===== src/rtl/cache_fill_arbiter.sv =====
// cache_fill_arbiter: arbitrates cache miss requesters and streams one aligned line
// from a fixed-latency pipelined memory back to the granted port.
module cache_fill_arbiter #(
    parameter int NUM_PORTS      = 2,
    parameter int ADDR_W         = 16,
    parameter int DATA_W         = 16,
    parameter int WORDS_PER_LINE = 8,
    parameter int MEM_LATENCY    = 4,
    parameter int RR_MODE        = 0
) (
    input  logic                              clk,
    input  logic                              rst,
    input  logic [NUM_PORTS-1:0]              req,
    input  logic [NUM_PORTS*ADDR_W-1:0]       req_addr,
    output logic [NUM_PORTS-1:0]              grant,
    output logic                              busy,
    output logic                              mem_en,
    output logic [ADDR_W-1:0]                 mem_addr,
    input  logic [DATA_W-1:0]                 mem_rdata,
    output logic                              fill_valid,
    output logic [DATA_W-1:0]                 fill_data,
    output logic [$clog2(WORDS_PER_LINE)-1:0] fill_word_idx,
    output logic                              fill_done
);
    localparam int IW = $clog2(WORDS_PER_LINE);
    localparam int PW = $clog2(NUM_PORTS);
    localparam logic [ADDR_W-1:0] LINE_MASK = ADDR_W'(2 * WORDS_PER_LINE - 1);

    typedef enum logic [1:0] {IDLE, ISSUE, DRAIN, DONE} state_t;

    state_t              state_q, state_d;
    logic [PW-1:0]       win_q, win_d, rr_q, rr_d, pick;
    logic [ADDR_W-1:0]   base_q, base_d, sel_addr;
    logic [IW-1:0]       issue_q, issue_d;
    logic [IW:0]         rcv_q, rcv_d;
    logic [MEM_LATENCY-1:0] dl_v_q, dl_v_d;
    logic [IW-1:0]       dl_i_q [MEM_LATENCY];
    logic [IW-1:0]       dl_i_d [MEM_LATENCY];

    // descending scan so the first hit in priority order is the last assignment
    always_comb begin
        int j;
        j = 0;
        pick = '0;
        for (int k = NUM_PORTS - 1; k >= 0; k--) begin
            j = (RR_MODE != 0) ? (int'(rr_q) + k) % NUM_PORTS : k;
            if (req[PW'(j)]) pick = PW'(j);
        end
        sel_addr = '0;
        for (int k = 0; k < NUM_PORTS; k++)
            if (pick == PW'(k)) sel_addr = req_addr[k*ADDR_W +: ADDR_W];
    end

    always_comb begin
        state_d = state_q;
        win_d   = win_q;
        rr_d    = rr_q;
        base_d  = base_q;
        issue_d = issue_q;
        rcv_d   = (state_q == IDLE) ? '0 : rcv_q + (IW+1)'(fill_valid);
        case (state_q)
            IDLE: if (|req) begin
                state_d = ISSUE;
                win_d   = pick;
                base_d  = sel_addr & ~LINE_MASK;
            end
            ISSUE: begin
                issue_d = issue_q + 1'b1;
                if (issue_q == IW'(WORDS_PER_LINE - 1)) state_d = DRAIN;
            end
            DRAIN: if (rcv_d == (IW+1)'(WORDS_PER_LINE)) state_d = DONE;
            DONE: begin
                state_d = IDLE;
                rr_d    = (win_q == PW'(NUM_PORTS - 1)) ? '0 : win_q + 1'b1;
            end
            default: state_d = IDLE;
        endcase
    end

    always_comb begin
        dl_v_d[0] = mem_en;
        dl_i_d[0] = issue_q;
        for (int i = 1; i < MEM_LATENCY; i++) begin
            dl_v_d[i] = dl_v_q[i-1];
            dl_i_d[i] = dl_i_q[i-1];
        end
    end

    always_ff @(posedge clk) begin
        if (rst) begin
            state_q <= IDLE;
            win_q   <= '0;
            rr_q    <= '0;
            base_q  <= '0;
            issue_q <= '0;
            rcv_q   <= '0;
            dl_v_q  <= '0;
            for (int i = 0; i < MEM_LATENCY; i++) dl_i_q[i] <= '0;
        end else begin
            state_q <= state_d;
            win_q   <= win_d;
            rr_q    <= rr_d;
            base_q  <= base_d;
            issue_q <= issue_d;
            rcv_q   <= rcv_d;
            dl_v_q  <= dl_v_d;
            for (int i = 0; i < MEM_LATENCY; i++) dl_i_q[i] <= dl_i_d[i];
        end
    end

    assign busy          = state_q != IDLE;
    assign grant         = busy ? NUM_PORTS'(1) << win_q : '0;
    assign mem_en        = state_q == ISSUE;
    // base has the line offset cleared, so OR-ing the offset never carries out of the line
    assign mem_addr      = mem_en ? base_q | ADDR_W'({issue_q, 1'b0}) : '0;
    assign fill_valid    = dl_v_q[MEM_LATENCY-1];
    assign fill_word_idx = fill_valid ? dl_i_q[MEM_LATENCY-1] : '0;
    assign fill_data     = fill_valid ? mem_rdata : '0;
    assign fill_done     = state_q == DONE;
endmodule


===== config.mk =====
export PLATFORM = sky130hd
export DESIGN_NAME = cache_fill_arbiter
export DESIGN_NICKNAME = d
export VERILOG_FILES = /design/src/rtl/cache_fill_arbiter.sv
export SDC_FILE = /design/constraint.sdc
export NUM_CORES = 1
export LEC_CHECK = 0
export CAP_MARGIN = 40
export CORE_MARGIN = 2
export CORE_UTILIZATION = 37
export CTS_CLUSTER_DIAMETER = 50
export DETAILED_ROUTE_END_ITERATION = 10
export PLACE_DENSITY = 0.77
export SETUP_SLACK_MARGIN = 0.2
export SLEW_MARGIN = 20
export SYNTH_ARGS = -nofsm -noshare
export SYNTH_HDL_FRONTEND = slang
export SYNTH_SLANG_ARGS = --single-unit
export TNS_END_PERCENT = 20

===== constraint.sdc =====
create_clock -name clk -period 2.25 [get_ports clk]
set_input_delay 0.45 -clock clk [delete_from_list [all_inputs] [get_ports clk]]
set_output_delay 0.45 -clock clk [all_outputs]
set_load 0.02 [all_outputs]

Word-level counts from Yosys, hierarchy flattened

Memories as Yosys holds them, arrays and structs flattened.
Index checks and enable logic that the tools add are counted.
W data, S select, Z words.

Flip-flop bits (word level): 26
Bits in latches: 0
Memory bits (writable): 12
Memory bits (read-only): 0
Bits of input ports: 52
Output and inout bits: 41
Memories kept: 1

Memory list:

| name   | depth | width | rd ports | clocked after Yosys merged registers in | wr ports | line | text |
|---|---|---|---|---|---|---|---|
| dl_i_q | 4     | 3     | 4        | 0                                       | 4        | 37   | `logic [IW-1:0] dl_i_q [MEM_LATENCY];` |

Add/subtract/negate cells: 2
Multipliers: 0
Div/mod/pow operators: 0
Magnitude comparators: 0
Equality and inequality tests: 8
Shifts and indexed selects: 1
Multiplexer cells: 18
Bitwise gates (word level): 5
Reduce and logical (&&, ||, !) cells: 5

Operators with widths:

| operator              | number |
|---|---|
| $mux W16              | 3 |
| $or A16 B4 Y16        | 1 |
| $mux W3               | 5 |
| $mux W2               | 4 |
| $pmux W2 S4           | 1 |
| $add A4 B1 Y4         | 1 |
| $eq A2 B2 Y1 const B  | 2 |
| $eq A4 B4 Y1 const B  | 1 |
| $mux W1               | 4 |
| $mux W4               | 1 |
| $ne A2 B1 Y1 const B  | 2 |
| $or A1 B1 Y1          | 4 |
| $add A3 B1 Y3 const B | 1 |
| $eq A3 B3 Y1 const B  | 1 |
| $reduce_and A3 Y1     | 1 |
| $eq A2 B1 Y1 const B  | 1 |
| $logic_not A2 Y1      | 1 |
| $ne A2 B2 Y1 const B  | 1 |
| $reduce_and A2 Y1     | 1 |
| $reduce_bool A2 Y1    | 1 |
| $reduce_or A2 Y1      | 1 |
| $shl A1 B1 Y2 const A | 1 |

Longest topological paths before layout

Depth in word-level cells: 5
Depth in mapped cells: 8
Gate-level depth less buffers: 6

Worst setup path after synthesis

OpenSTA, ideal clock, no wires.

Path type: reg-to-output
Start point: register state_q[1]
End point: output mem_addr[10]
Arrival: 1445 ps
Data required time: 1800 ps
Path slack: 355 ps
Stages on the path, launching flop included: 6
Buffers on the path: 2
Cells stage by stage: dfxtp_1 -> inv_1 -> ha_1 -> clkbuf_1 -> clkbuf_1 -> and2_1

Word-level cells in the longest chain between the ends: 2

RTL lines:

| what                   | line | text |
|---|---|---|
| start, declared        | 31   | `state_t state_q, state_d;` |
| start signal, assigned | 100  | `state_q <= state_d;` |
| $eq A2 B1 Y1           | 113  | `assign mem_en = state_q == ISSUE;` |
| net mem_en             | 17   | `output logic mem_en,` |
| $mux W16               | 115  | `assign mem_addr = mem_en ? base_q \| ADDR_W'({issue_q, 1'b0}) : '0;` |
| end, declared          | 18   | `output logic [ADDR_W-1:0] mem_addr,` |

The timed path passes the listed nets, and every way through them passes these cells.

Worst setup path in the final report

Start point: input mem_rdata[12]
End point: output fill_data[12]

Word-level cells in the longest chain between the ends: 1

RTL lines:

| what            | line | text |
|---|---|---|
| start, declared | 19   | `input logic [DATA_W-1:0] mem_rdata,` |
| $mux W16        | 118  | `assign fill_data = fill_valid ? mem_rdata : '0;` |
| end, declared   | 21   | `output logic [DATA_W-1:0] fill_data,` |

Every way passes these cells.

==> flow_summary.yaml <==
sta:
  setup_violations: 0
  slew_viol_final: 0
  final_hold_viol_count: 0
  fin_crit_ns: 2.07
  rsz0062_at_grt: "yes"
  fin_crit_sh_pct: 92.0
  fin_tns_setup_ns: 0
  clock.fmax_ghz: 0.483
  skew_ns: 0.00739
critical_path:
  critPathBufInv: 2
  critPathLaunchType: "input pin"
  critical_path.top_delay_family: "buffers and inverters"
  cp.arrival_ns: 1.62
  critPathCaptureType: "primary output"
  r2r_setup_slack_ns: 0.44
  critPathRequiredTime_ns: 1.80
  path_max_fanout: 1
  cp_slowest_cell: "clkdlybuf4s50_1"
  slowest_delay_ns: 0.59
  path_cells: "clkdlybuf4s50_1, and2_1, clkdlybuf4s50_1"
  crit_type: "input pin to primary output"
  crit_top_cell: "clkdlybuf4s50_1"
final_layout:
  fin_nets: 306
  final_cell_area_mm2: 0.00244
  drive_gt1_share_pct: 7.29
  num_antenna_cells: 0
  multiInputGateArea_um2: 751
  regArea_um2: 742
  fillers: 378
  area_growth_pct: 56.0
clock_network:
  post-cts-setup-buffers: 0
  cts_tree: "built"
  htree_levels: 2
  clockBufferDepth: 2
  path_clk_slew_ns: 0.07
  numCtsBuffers: 5
  clockRootBuffer: "clkbuf_8"
  cts_sinks: 37
  cts_hold_buf: 0
  clk_latency_ns: 0.29
synth:
  synth_area_leaders: "dfxtp_1 (47%), and2_1 (14%), nor2b_1 (6.8%)"
  synth.most_common_cell: "dfxtp_1"
  synth.distinct_cells: 24
  synth_area_per_cell_um2: 9.00
  post_synth_inst_count: 174
  synth-seq-cells: 37
  yosys_most_used_dff: "dfxtp_1"
  synth_edf_count: 0
  synth_top_area_share_pct: 47.3
  yosys.area.top_type: "dfxtp_1"
  yosysSeqAreaShare_pct: 47.3
  syn_area_mm2: 0.00157
  synth.top_cells.by_count: "dfxtp_1 (37), and2_1 (34), nand2_1 (24), nor2b_1 (17), a21oi_1 (12)"
  async_reset_ff_share_pct: 0
  ys_warn_count: 0
place:
  placed_cell_area_mm2: 0.00233
  gp_congestion: 0.733
  port_buffers: 70
  dp_hpwl_um: 2270
floorplanning:
  dieArea_mm2: 0.00477
  num_rows: 23
  core_mm2: 0.00403
  initial_utilization_pct: 38.9
  io_pins: 93
  die_w_um: 69.1
  die_y_um: 69.1
outcome:
  status: "finished clean"
route:
  firstDrtPassIters: 4
  drt-total-wl_um: 3120
  viasPerCell: 4.42
  ant_nets: 0
  drc: 0
  first_iter_violations: 12
  vias: 1312
  wire_per_inst_um: 10.5
worst_hold_path:
  hold_path.class: "flip-flop to flip-flop"
grt:
  grt_pass1_wl_um: 5320
  gr-total-overflow: 0
  grt_max_degree: 28
  antenna_found_initial: 0
  track_usage_pct: 13.7
  grt_pass1_vias: 1201
run:
  drv_cap: 0
power:
  leakagePower_nw: 1.18
  irDropWorstVdd_v: 0.000559
  p_per_area_mw_per_mm2: 896
## cell families (layout without fill, tap and decap cells)
family,Yosys count,after routing,synth area share (%)
buf+inv,16,88,5.03
fa+ha+maj,8,8,6.39
compound gates,17,17,6.71
mux,3,3,1.92
flops,37,37,47.3
xor+xnor,3,3,1.68
simple gates,89,89,30.8
other cells,1,2,0.239
## cell type report
cell class                 instances  share of cell area (%)
inverter                           3                   0.461
timing repair buffer              77                    31.3
tap                               50                    2.56
clock inverter                     3                    1.79
clock buffer                       5                    2.82
sequential                        37                    30.4
multi-input combinational        122                    30.7
## registers in the layout, summed over array words and instances (netlist names)
name / flops
issue_q: 3
state_q: 2
dl_v_q: 4
rcv_q: 4
base_q: 12
dl_i_q: 12
## per-layer routing
metal / up-vias / GRT usage (%) / part of all wire, %
met4: 0 / 6.54 / 1.6
met1: 560 / 15.2 / 44
met2: 65 / 21.6 / 43
li1: 682 / - / -
met3: 5 / 7.31 / 11
met5: - / 0 / 0
## what timing repair did
item | CTS | global route
gates resized for setup | 16 | 7
pin swaps | 0 | 0
endpoints found under the setup margin | 30 | 37
## cells in the final DEF, fill, tap and decap left out, types with 2 or more instances in the layout
cell	synthesis	layout
inv_1	3	3
nand2_1	24	24
mux2i_1	3	3
nor2b_1	17	17
nor3_1	2	2
clkdlybuf4s50_1	0	48
dlymetal6s2s_1	0	7
dfxtp_1	37	36
conb_1	1	2
nor2_1	6	6
nand2b_1	2	2
clkbuf_8	0	5
ha_1	8	8
and2_1	34	34
a21oi_1	12	12
dlygate4sd2_1	0	15
nor3b_1	3	3
buf_4	3	6
xor2_1	2	2
## per-stage QoR
| stage | instances | utilization (%) | hold WS (ns) | total power, W | setup WS [ns] |
|---|---|---|---|---|---|
| final | 297 | 60.7 | 0.431 | 0.00219 | 0.179 |
| after detailed placement | 289 | 57.9 | 0.425 | 0.00167 | 0.156 |
| after CTS | 297 | 60.2 | 0.435 | 0.00222 | 0.107 |
| after global placement | 289 | 57.9 | 0.418 | 0.00165 | 0.171 |
| after floorplan | 175 | - | 0.414 | 0.00135 | 0.355 |
| after global routing | 297 | 60.7 | 0.447 | 0.00234 | 0.150 |
## report_power, final
| group | leakage (nW) | switching [W] | internal (W) |
|---|---|---|---|
| sequential | 0.302 | 0.0000528 | 0.000757 |
| combinational | 0.823 | 0.000422 | 0.000387 |
| clock | 0.0585 | 0.000239 | 0.000332 |
## worst register-to-register path, stage by stage (launching register included)
cell      delay (ns)
dfxtp_1         0.39
inv_1           0.09
ha_1            0.21
buf_4           0.16
o41a_1          0.42
a211oi_2        0.27
mux2i_1         0.21
## path summary, 6_finish.rpt
path | from | endpoint | cells after the start
worst min-delay path | dl_v_q[0] | dl_v_q[1] | 1
worst min register to register | dl_v_q[0] | dl_v_q[1] | 1
worst max-delay path | mem_rdata[12] | fill_data[12] | 3
worst max register to register | state_q[0] | state_q[1] | 6
No activity file was read; power rests on OpenSTA's default activity.
